[src/rtl/tx_line_packetizer_pkg.sv]
// Shared constants and types for the per-channel line packetizer.
// Also imported by the receive-side collector so both agree on framing.
package tx_line_packetizer_pkg;

    localparam int WORDS_PER_LINE = 80;
    localparam int LINES          = 480;
    localparam int DW             = 12;
    localparam int AW             = 16;
    localparam int GAP_CYCLES     = 8;

    localparam int IDX_W  = $clog2(WORDS_PER_LINE);
    localparam int LINE_W = $clog2(LINES);
    localparam int GAP_W  = $clog2(GAP_CYCLES);

    localparam logic [IDX_W-1:0]  LAST_IDX  = IDX_W'(WORDS_PER_LINE - 1);
    localparam logic [LINE_W-1:0] LAST_LINE = LINE_W'(LINES - 1);
    localparam logic [GAP_W-1:0]  LAST_GAP  = GAP_W'(GAP_CYCLES - 1);

    typedef enum logic [1:0] {
        IDLE,
        HDR,
        DATA,
        GAP
    } tx_state_e;

    // Frame-memory start address of a line.
    function automatic logic [AW-1:0] line_addr(input logic [LINE_W-1:0] line);
        line_addr = AW'(line) * AW'(WORDS_PER_LINE);
    endfunction

endpackage

[src/rtl/tx_line_buffer.sv]
// Two-bank line buffer: simple dual-port RAM, one write port, one
// registered read port (1-cycle latency). Location = {bank, index}.
module tx_line_buffer
    import tx_line_packetizer_pkg::*;
(
    input  logic             clk,
    input  logic             we,
    input  logic             wbank,
    input  logic [IDX_W-1:0] widx,
    input  logic [DW-1:0]    wdata,
    input  logic             rbank,
    input  logic [IDX_W-1:0] ridx,
    output logic [DW-1:0]    rdata
);

    logic [DW-1:0] mem [2][WORDS_PER_LINE];
    logic [DW-1:0] rdata_q;
    logic [DW-1:0] rdata_d;

    always_comb begin
        rdata_d = mem[rbank][ridx];
    end

    always_ff @(posedge clk) begin
        if (we) begin
            mem[wbank][widx] <= wdata;
        end
        rdata_q <= rdata_d;
    end

    assign rdata = rdata_q;

endmodule

[src/rtl/tx_line_packetizer.sv]
// Buffers one channel's pixel words a line at a time (ping-pong banks)
// and sends each line as {address header, WORDS_PER_LINE data words}.
module tx_line_packetizer
    import tx_line_packetizer_pkg::*;
(
    input  logic          Cclk,
    input  logic          rst,
    input  logic          FrameStart,
    input  logic          PixValid,
    input  logic [DW-1:0] PixData,
    input  logic          TxReady,
    output logic [AW-1:0] TxAdd,
    output logic          TxAddValid,
    output logic [DW-1:0] TxData,
    output logic          TxValid,
    output logic          LineDropped,
    output logic          Busy
);

    logic [IDX_W-1:0]            wcnt_q, wcnt_d;
    logic [LINE_W-1:0]           wline_q, wline_d;
    logic                        wbank_q, wbank_d;
    logic                        drop_q, drop_d;
    logic [1:0]                  full_q, full_d;
    logic [1:0][LINE_W-1:0]      sline_q, sline_d;
    logic                        line_dropped_q, line_dropped_d;

    tx_state_e                   state_q, state_d;
    logic                        rbank_q, rbank_d;
    logic [IDX_W-1:0]            rcnt_q, rcnt_d;
    logic [IDX_W-1:0]            ridx_q, ridx_d;
    logic [GAP_W-1:0]            gcnt_q, gcnt_d;
    logic [AW-1:0]               tx_add_q, tx_add_d;
    logic                        tx_add_valid_q, tx_add_valid_d;
    logic [DW-1:0]               tx_data_q, tx_data_d;
    logic                        tx_valid_q, tx_valid_d;

    logic [IDX_W-1:0]            eff_cnt;
    logic [LINE_W-1:0]           eff_line;
    logic                        eff_drop;
    logic                        drop_now;
    logic                        ram_we;
    logic [DW-1:0]               ram_rdata;
    logic [1:0]                  set_full;
    logic [1:0]                  clr_full;

    tx_line_buffer u_buf (
        .clk   (Cclk),
        .we    (ram_we),
        .wbank (wbank_q),
        .widx  (eff_cnt),
        .wdata (PixData),
        .rbank (rbank_q),
        .ridx  (ridx_d),
        .rdata (ram_rdata)
    );

    // Write side. FrameStart acts as if the counters were already zero,
    // so a coincident pixel becomes word 0 of line 0.
    always_comb begin
        wcnt_d         = wcnt_q;
        wline_d        = wline_q;
        wbank_d        = wbank_q;
        drop_d         = drop_q;
        sline_d        = sline_q;
        line_dropped_d = 1'b0;
        ram_we         = 1'b0;
        set_full       = 2'b00;
        eff_cnt        = FrameStart ? '0 : wcnt_q;
        eff_line       = FrameStart ? '0 : wline_q;
        eff_drop       = FrameStart ? 1'b0 : drop_q;
        // The drop decision is taken once, at the first word of a line.
        drop_now       = (eff_cnt == '0) ? full_q[wbank_q] : eff_drop;
        if (FrameStart) begin
            wcnt_d  = '0;
            wline_d = '0;
            drop_d  = 1'b0;
        end
        if (PixValid) begin
            ram_we = !drop_now;
            drop_d = drop_now;
            if (eff_cnt == LAST_IDX) begin
                wcnt_d  = '0;
                drop_d  = 1'b0;
                wline_d = (eff_line == LAST_LINE) ? '0 : eff_line + 1'b1;
                if (drop_now) begin
                    line_dropped_d = 1'b1;
                end else begin
                    set_full[wbank_q] = 1'b1;
                    sline_d[wbank_q]  = eff_line;
                    wbank_d           = !wbank_q;
                end
            end else begin
                wcnt_d = eff_cnt + 1'b1;
            end
        end
    end

    // Read side. ridx runs one word ahead of TxData so the registered
    // RAM output always holds the next word to send.
    always_comb begin
        state_d        = state_q;
        rbank_d        = rbank_q;
        rcnt_d         = rcnt_q;
        ridx_d         = ridx_q;
        gcnt_d         = gcnt_q;
        tx_add_d       = tx_add_q;
        tx_add_valid_d = tx_add_valid_q;
        tx_data_d      = tx_data_q;
        tx_valid_d     = tx_valid_q;
        clr_full       = 2'b00;
        unique case (state_q)
            IDLE: begin
                ridx_d = '0;
                if (full_q[rbank_q]) begin
                    tx_add_d       = line_addr(sline_q[rbank_q]);
                    tx_add_valid_d = 1'b1;
                    state_d        = HDR;
                end
            end
            HDR: begin
                if (TxReady) begin
                    tx_add_valid_d = 1'b0;
                    tx_data_d      = ram_rdata;
                    tx_valid_d     = 1'b1;
                    rcnt_d         = '0;
                    ridx_d         = IDX_W'(1);
                    state_d        = DATA;
                end
            end
            DATA: begin
                if (TxReady) begin
                    if (rcnt_q == LAST_IDX) begin
                        tx_valid_d        = 1'b0;
                        clr_full[rbank_q] = 1'b1;
                        rbank_d           = !rbank_q;
                        gcnt_d            = '0;
                        state_d           = GAP;
                    end else begin
                        tx_data_d = ram_rdata;
                        rcnt_d    = rcnt_q + 1'b1;
                        if (ridx_q != LAST_IDX) begin
                            ridx_d = ridx_q + 1'b1;
                        end
                    end
                end
            end
            GAP: begin
                if (gcnt_q == LAST_GAP) begin
                    state_d = IDLE;
                end else begin
                    gcnt_d = gcnt_q + 1'b1;
                end
            end
            default: begin
                state_d = IDLE;
            end
        endcase
    end

    // Clear wins if both ever hit the same bank.
    assign full_d = (full_q | set_full) & ~clr_full;

    always_ff @(posedge Cclk) begin
        if (rst) begin
            wcnt_q         <= '0;
            wline_q        <= '0;
            wbank_q        <= 1'b0;
            drop_q         <= 1'b0;
            full_q         <= 2'b00;
            sline_q        <= '0;
            line_dropped_q <= 1'b0;
            state_q        <= IDLE;
            rbank_q        <= 1'b0;
            rcnt_q         <= '0;
            ridx_q         <= '0;
            gcnt_q         <= '0;
            tx_add_q       <= '0;
            tx_add_valid_q <= 1'b0;
            tx_data_q      <= '0;
            tx_valid_q     <= 1'b0;
        end else begin
            wcnt_q         <= wcnt_d;
            wline_q        <= wline_d;
            wbank_q        <= wbank_d;
            drop_q         <= drop_d;
            full_q         <= full_d;
            sline_q        <= sline_d;
            line_dropped_q <= line_dropped_d;
            state_q        <= state_d;
            rbank_q        <= rbank_d;
            rcnt_q         <= rcnt_d;
            ridx_q         <= ridx_d;
            gcnt_q         <= gcnt_d;
            tx_add_q       <= tx_add_d;
            tx_add_valid_q <= tx_add_valid_d;
            tx_data_q      <= tx_data_d;
            tx_valid_q     <= tx_valid_d;
        end
    end

    assign TxAdd       = tx_add_q;
    assign TxAddValid  = tx_add_valid_q;
    assign TxData      = tx_data_q;
    assign TxValid     = tx_valid_q;
    assign LineDropped = line_dropped_q;
    assign Busy        = (state_q != IDLE);

endmodule

[config.mk]
export PLATFORM = sky130hd
export DESIGN_NAME = tx_line_packetizer
export DESIGN_NICKNAME = d
export VERILOG_FILES = /design/src/rtl/tx_line_packetizer_pkg.sv /design/src/rtl/tx_line_buffer.sv /design/src/rtl/tx_line_packetizer.sv
export SDC_FILE = /design/constraint.sdc
export NUM_CORES = 2
export LEC_CHECK = 0
export ABC_AREA = 1
export CAP_MARGIN = 20
export CELL_PAD_IN_SITES_DETAIL_PLACEMENT = 1
export CELL_PAD_IN_SITES_GLOBAL_PLACEMENT = 2
export CORE_MARGIN = 10
export CORE_UTILIZATION = 47
export CTS_BUF_LIST = sky130_fd_sc_hd__clkbuf_8
export CTS_CLUSTER_SIZE = 10
export DETAILED_ROUTE_END_ITERATION = 10
export PLACE_DENSITY_LB_ADDON = 0.12
export SYNTH_ARGS = -nofsm -noshare
export SYNTH_HDL_FRONTEND = slang
export SYNTH_SLANG_ARGS = --single-unit
[constraint.sdc]
create_clock -name Cclk -period 4.55 [get_ports Cclk]
set_input_delay 0.6825 -clock Cclk [delete_from_list [all_inputs] [get_ports Cclk]]
set_output_delay 0.6825 -clock Cclk [all_outputs]
set_load 0.1 [all_outputs]
After elaboration in Yosys (flattened, before gate mapping)

Memories as Yosys holds them, arrays and structs flattened. A register that Yosys moved wholly into a read port is not among the register bits.
Index checks and enable logic that the tools add are counted.

Register bits after elaboration: 97
Bits in writable memories: 1,920
Input bits: 17
Output and inout port bits: 32
Logic and storage cells: 147
Memories: 1

Memories:

| memory    | words | bits a word | read ports | clocked after Yosys merged registers in | wr ports | RTL line             | source |
|---|---|---|---|---|---|---|---|
| u_buf.mem | 2     | 960         | 1          | 1                                       | 1        | tx_line_buffer.sv:16 | `logic [DW-1:0] mem [2][WORDS_PER_LINE];` |

Add/subtract/negate cells: 5
Multipliers: 1
$lt $le $gt $ge: 7
Equality and inequality tests: 15
Mux-type cells: 71
Bitwise gates (word level): 8
Reduce and logical (&&, ||, !) cells: 21

Operators with widths:

| kind                                                      | number |
|---|---|
| two-way mux 960 bit                                       | 1 |
| binary-select mux 12 bit (select 7 bit)                   | 1 |
| demux 12 bit (select 7 bit)                               | 1 |
| two-way mux 12 bit                                        | 6 |
| two-way mux 7 bit                                         | 10 |
| two-way mux 9 bit                                         | 7 |
| one-hot mux 12 bit (2 select lines)                       | 1 |
| two-way mux 2 bit                                         | 11 |
| adder 7 x 1 -> 7 bit (second input constant)              | 3 |
| one-hot mux 7 bit (3 select lines)                        | 1 |
| two-way mux 1 bit                                         | 20 |
| bitwise mux 18 bit                                        | 1 |
| greater-or-equal comparator 8 bit (second input constant) | 2 |
| inverter 7 -> 8 bit                                       | 2 |
| == test 7 bit (second input constant)                     | 2 |
| != test 2 bit (second input constant)                     | 7 |
| one-hot mux 7 bit (2 select lines)                        | 1 |
| multiplier 9 x 3 -> 12 bit (second input constant)        | 1 |
| AND reduction 4 bit                                       | 3 |
| adder 9 x 1 -> 9 bit (second input constant)              | 1 |
| demux 9 bit (select 1 bit)                                | 1 |
| == test 9 bit (second input constant)                     | 1 |
| two-way mux 3 bit                                         | 3 |
| AND reduction 3 bit                                       | 3 |
| 24 further kinds                                          | 38 |

Logic depth before layout (Yosys ltp)

Word-level depth: 9
Mapped depth: 20
Mapped depth without buffers: 18

Modules after synthesis

A second synthesis with hierarchy kept.

Cell total of the unflattened synthesis: 7,075
Area, all modules: 82,431.6 um2

Modules (own cells, without submodules):

| module             | instances | cells an instance | area each (um2) | sequential area each (um2) |
|---|---|---|---|---|
| tx_line_buffer     | 1         | 6,381             | 77,780.8        | 57,895.5 |
| tx_line_packetizer | 1         | 694               | 4,650.7         | 1,701.6 |

Least setup slack after synthesis

Ideal clock, no wire load.

Path type: input to register
Start point: input port FrameStart
End point: memory u_buf.mem[0][480] in the netlist's numbering (enable)
Setup time: 396 ps
Arrival: 3,739 ps
Required time: 4,154 ps
Setup slack: 414 ps
Stages: 12
Buffers on the path: 2
Cells stage by stage: buf_4 > clkbuf_1 > nor2_2 > clkinv_1 > ha_1 > nand3_1 > a21oi_1 > nor2_2 > inv_2 > nor2_2 > inv_2 > nor3_1

Longest elaborated chain between the ends: 7
Elaborated cells between the ends (all ways): 14
Classes of those cells: order compare: 2; mux: 8; bitwise: 1; reduce/logical: 3

Ends and longest elaborated chain:

| what                                                                            | RTL line                                       | source |
|---|---|---|
| start: declaration                                                              | tx_line_packetizer.sv:8                        | `input logic FrameStart,` |
| two-way mux 7 bit                                                               | -                                              |  |
| inverter 7 -> 8 bit (not written as such) or logical NOT 7 bit (tied branches)  | tx_line_buffer.sv:26, tx_line_packetizer.sv:73 |  |
| greater-or-equal comparator 8 bit (not written as such) (tied with other cells) | tx_line_buffer.sv:26                           | `mem[wbank][widx] <= wdata;` |
| logical AND 1 bit (not written as such) or logical NOT 1 bit (tied branches)    | tx_line_buffer.sv:26, tx_line_packetizer.sv:80 |  |
| two-way mux 12 bit (not written as such) or two-way mux 1 bit (tied branches)   | tx_line_buffer.sv:26, tx_line_packetizer.sv:79 |  |
| demux 12 bit (select 7 bit) or two-way mux 1 bit (tied branches)                | tx_line_buffer.sv:26, tx_line_buffer.sv:25     |  |
| two-way mux 960 bit (not written as such) (*)                                   | tx_line_buffer.sv:26                           |  |
| end: declaration                                                                | tx_line_buffer.sv:16                           |  |

Mark *: on every way between the ends. The rest lies on a longest branch, timed or not.

Worst setup path after layout

Start point: register rcnt_q[0]
End point: register u_buf.rdata_q[4], in the netlist u_buf.rdata[4]

Longest elaborated chain between the ends: 8

Ends and longest elaborated chain:

| what                                                  | RTL line                  | source |
|---|---|---|
| start: declaration                                    | tx_line_packetizer.sv:30  | `logic [IDX_W-1:0] rcnt_q, rcnt_d;` |
| start signal: assignment                              | tx_line_packetizer.sv:192 | `rcnt_q <= rcnt_d;` |
| == test 7 bit                                         | tx_line_packetizer.sv:133 | `if (rcnt_q == LAST_IDX) begin` |
| two-way mux 7 bit                                     | tx_line_packetizer.sv:133 |  |
| two-way mux 7 bit                                     | tx_line_packetizer.sv:132 | `if (TxReady) begin` |
| one-hot mux 7 bit (3 select lines)                    | tx_line_packetizer.sv:112 | `unique case (state_q)` |
| inverter 7 -> 8 bit (not written as such)             | tx_line_buffer.sv:21      | `rdata_d = mem[rbank][ridx];` |
| binary-select mux 12 bit (select 7 bit)               | tx_line_buffer.sv:21      |  |
| two-way mux 12 bit (not written as such) (2 in a row) | tx_line_buffer.sv:21      |  |
| via u_buf.rdata_d[4]                                  | tx_line_buffer.sv:18      | `logic [DW-1:0] rdata_d;` |
| end signal: assignment                                | tx_line_buffer.sv:28      | `rdata_q <= rdata_d;` |
| end: declaration                                      | tx_line_buffer.sv:17      | `logic [DW-1:0] rdata_q;` |

The timed path passes the listed nets, and every way through them passes these cells. The select of a mux whose other input is x is not followed.
A chain may end at the register's enable or synchronous reset.

==> summary.md <==
| Metric | Value |
|---|---|
| Status | `finished, final reports clean` |
| FF-to-FF setup slack | `0.60 ns` |
| Post-Syn Area | `83,200 µm²` |
| Initial core utilization | `0.472` |
| Detail Placement HPWL | `152 mm` |
| H-tree depth | `5` |
| Initial antenna violation count | `10` |
| Most frequent cells in the layout | `edfxtp_1, nand3_1, nor2_1` |
| Largest net degree at the start of global routing | `139` |
| Initial DRC Count | `4,828` |
| MaxCap Viol Count | `0` |
| FP Rows | `154` |
| Crit Path Max Fanout | `75` |
| Worst min path class | `in -> reg` |
| Overall global routing resource usage | `0.264` |
| Routed vias/inst | `5.84` |
| Vias | `55,000` |
| Post-CTS setup buffer count | `0` |
| Post-synth EDFFs | `1,920` |
| Worst setup SP type | `flop` |
| Leak | `31.8 nW` |
| CTS clk-pin slew, worst paths | `0.06 ns` |
| Clock buffer depth | `4` |
| Critical R2R Launch | `rcnt_q[0]` |
| Setup TNS | `0 ns` |
| Placed Cells | `8,793` |
| CTS Buf Count | `354` |
| Most used cell, CP | `nand3_1` |
| R2R depth | `15` |
| Worst Path Required | `5.56 ns` |
| Crit Path Class | `reg -> reg` |
| Ys Warns | `0` |
| # nets final | `6,857` |
| ANT nets after route | `0` |
| Ports | `49` |
| Syn_area_per_cell | `12.8 µm²` |
| Worst-path cell chain | `ha_1 > inv_1 > nor2_1 > nand3b_4 > nand3_2 > nand2_1 > nand3_1 > nand2_8 > nand2_8 > buf_12 > o311ai_0 > nand3_1 > nand3_1 > nand3_1 > nand2_1` |
| Final hold vios | `0` |
| Maximum clock rate | `253 MHz` |
| Final setup violating endpoints | `0` |
| Post-Route WL | `260 mm` |
| Clock root cell | `clkbuf_8` |
| Cell Pwr Density | `438 nW/µm²` |
| First-pass GRT wire length | `383 mm` |
| Layout area overhead | `13.6%` |
| I/O Buffers | `44` |
| GPL Wtd Cong | `0.816` |
| Sequential element share of the synthesized area | `0.717` |
| Final Skew | `0.0646 ns` |
| Top delay family on crit path | `simple AND/OR/NAND/NOR gates` |
| Worst Tran Pin Value | `1.17 ns` |
| TritonRoute pass-1 iters | `5` |
| RSZ-0062 raised after global routing | `no` |
| Critical Path Stages | `15` |
| Primary FF master, synth | `edfxtp_1` |
| Worst slew margin | `0.217` |
| Fraction of layout cells with a size suffix above 1 | `0.130` |
| Grt ovf | `0` |
| Die Height | `441 µm` |
| CP Capture Type | `flop` |
| # hold bufs at CTS | `0` |
| Async SR Flop Fraction | `0` |
| Period utilization | `0.868` |
| Multi-input gate area | `21,300 µm²` |
| Die Area | `194,000 µm²` |
| Pins Over Slew Limit | `0` |
| Vias in the first global route | `57,300` |
| Post-Layout Cell Count | `9,419` |
| Most common cell after layout, fill and taps aside | `edfxtp_1` |
| Die Wd | `441 µm` |
| Crit-path slowest cell | `o311ai_0` |
| Bufs and invs on worst path | `2` |
| Post-synth cell types | `55` |
| Clock Latency Late Sink | `1.10 ns` |
| Post-Synthesis Cells | `6,505` |
| Crit. Startpoint | `rcnt_q[0]` |
| Reg2Reg Capture Point | `u_buf.rdata[4]` |
| Crit path capture | `u_buf.rdata[4]` |
| Drt wl/cell | `27.6 µm` |
| Post-CTS sizing | `0` |
| Fillcell total | `17,800` |
| CTS tree | `yes` |
| Number of remaining DRC errors | `0` |
| Final min period | `3.95 ns` |
| Worst path arrival time | `4.96 ns` |
| Worst vdd ir | `0.354 mV` |
| Core area | `176,000 µm²` |
| Clk sink count | `2,018` |
| Post-synthesis register bit count | `2,018` |
| Sequential cell area | `59,600 µm²` |
| Max incr delay on CP | `0.48 ns` |
[flip-flops by register name, indices dropped and copies added (netlist names), 3 cells and up, named ones only]
| name | flops |
|---|---|
| u_buf.rdata | 12 |
| sline_q | 18 |
| TxData | 12 |
| ridx_q | 7 |
| TxAdd | 12 |
| wcnt_q | 7 |
| rcnt_q | 7 |
| gcnt_q | 3 |
| wline_q | 9 |
| u_buf.mem | 1920 |
[worst min-delay path by stage]
| stage | from | end | slack (ns) | cells after the start |
|---|---|---|---|---|
| floorplan | sline_q[0] | sline_q[0] | 0.42 | 2 |
| global placement | sline_q[4] | sline_q[4] | 0.43 | 2 |
| detailed placement | sline_q[4] | sline_q[4] | 0.44 | 2 |
| CTS | PixData[7] | u_buf.mem[0][907] | 0.03 | 1 |
| global route | PixData[7] | u_buf.mem[0][907] | 0.07 | 1 |
| finish | PixData[7] | u_buf.mem[0][907] | 0.1 | 1 |
[cell usage after synthesis, drive strengths merged (14+ instances only)]
master  instances  area share
buf           191       0.012
ha             26      0.0039
nor2          891       0.041
or2            68      0.0051
nor3           28      0.0025
nand3        1096       0.066
clkbuf        257       0.012
inv           100      0.0045
o211ai         69      0.0062
a21oi          82      0.0049
o21ai         288       0.017
o31ai          14      0.0013
nand4         129      0.0097
o311ai         63      0.0066
edfxtp       1920        0.69
mux2i         457       0.055
nand2         682       0.031
dfxtp          98       0.024
[metal layers]
layer	wire length (µm)	part of all wire	vias to the layer above	GRT usage
met5	41	0.00016	-	0
met4	8860	0.034	6	0.0925
met3	15000	0.058	455	0.0450
met2	126000	0.49	1662	0.437
met1	109000	0.42	28300	0.353
li1	-	-	24500	-
[cell families after synthesis]
| group | synth area share |
|---|---|
| AOI/OAI and AO/OA | 0.0384 |
| xor gates and xnor gates | 0.00126 |
| adders and majority gates | 0.00415 |
| buffers and inverters | 0.0282 |
| DFF | 0.717 |
| muxes | 0.0550 |
| other | 0.0000451 |
| and+or+nand+nor | 0.156 |
[where the power goes]
part           leakage (nW)  switching (mW)  internal, mW  total [mW]
Sequential             18.1           0.203          20.4        20.7
Combinational          10.1            4.07          1.35        5.41
Clock                  3.65            7.37          7.92        15.3
[through the flow]
step           total power, mW   util  cell area [µm²]  hold slack [ns]  setup WS, ns
3_5_place_dp              26.5  0.501            88200            0.443        0.0921
3_3_place_gp              26.4  0.501            88200            0.434         0.107
6_report                  41.4  0.537            94500           0.0973         0.601
5_1_grt                   42.9  0.537            94500           0.0671         0.469
2_1_floorplan             23.8      -            83200            0.424         0.414
4_1_cts                   41.7  0.536            94500           0.0302         0.642
[final cells by class]
class / count / share of cell area
inverters: 103 / 0.00430
multi-input cells: 3939 / 0.226
repair buffers: 397 / 0.0414
diodes: 9 / 0.000238
clock inverters: 240 / 0.0123
clock buffers: 373 / 0.0543
well taps: 2340 / 0.0310
flip-flops and latches: 2018 / 0.631
(Power assumes the default switching activity.)
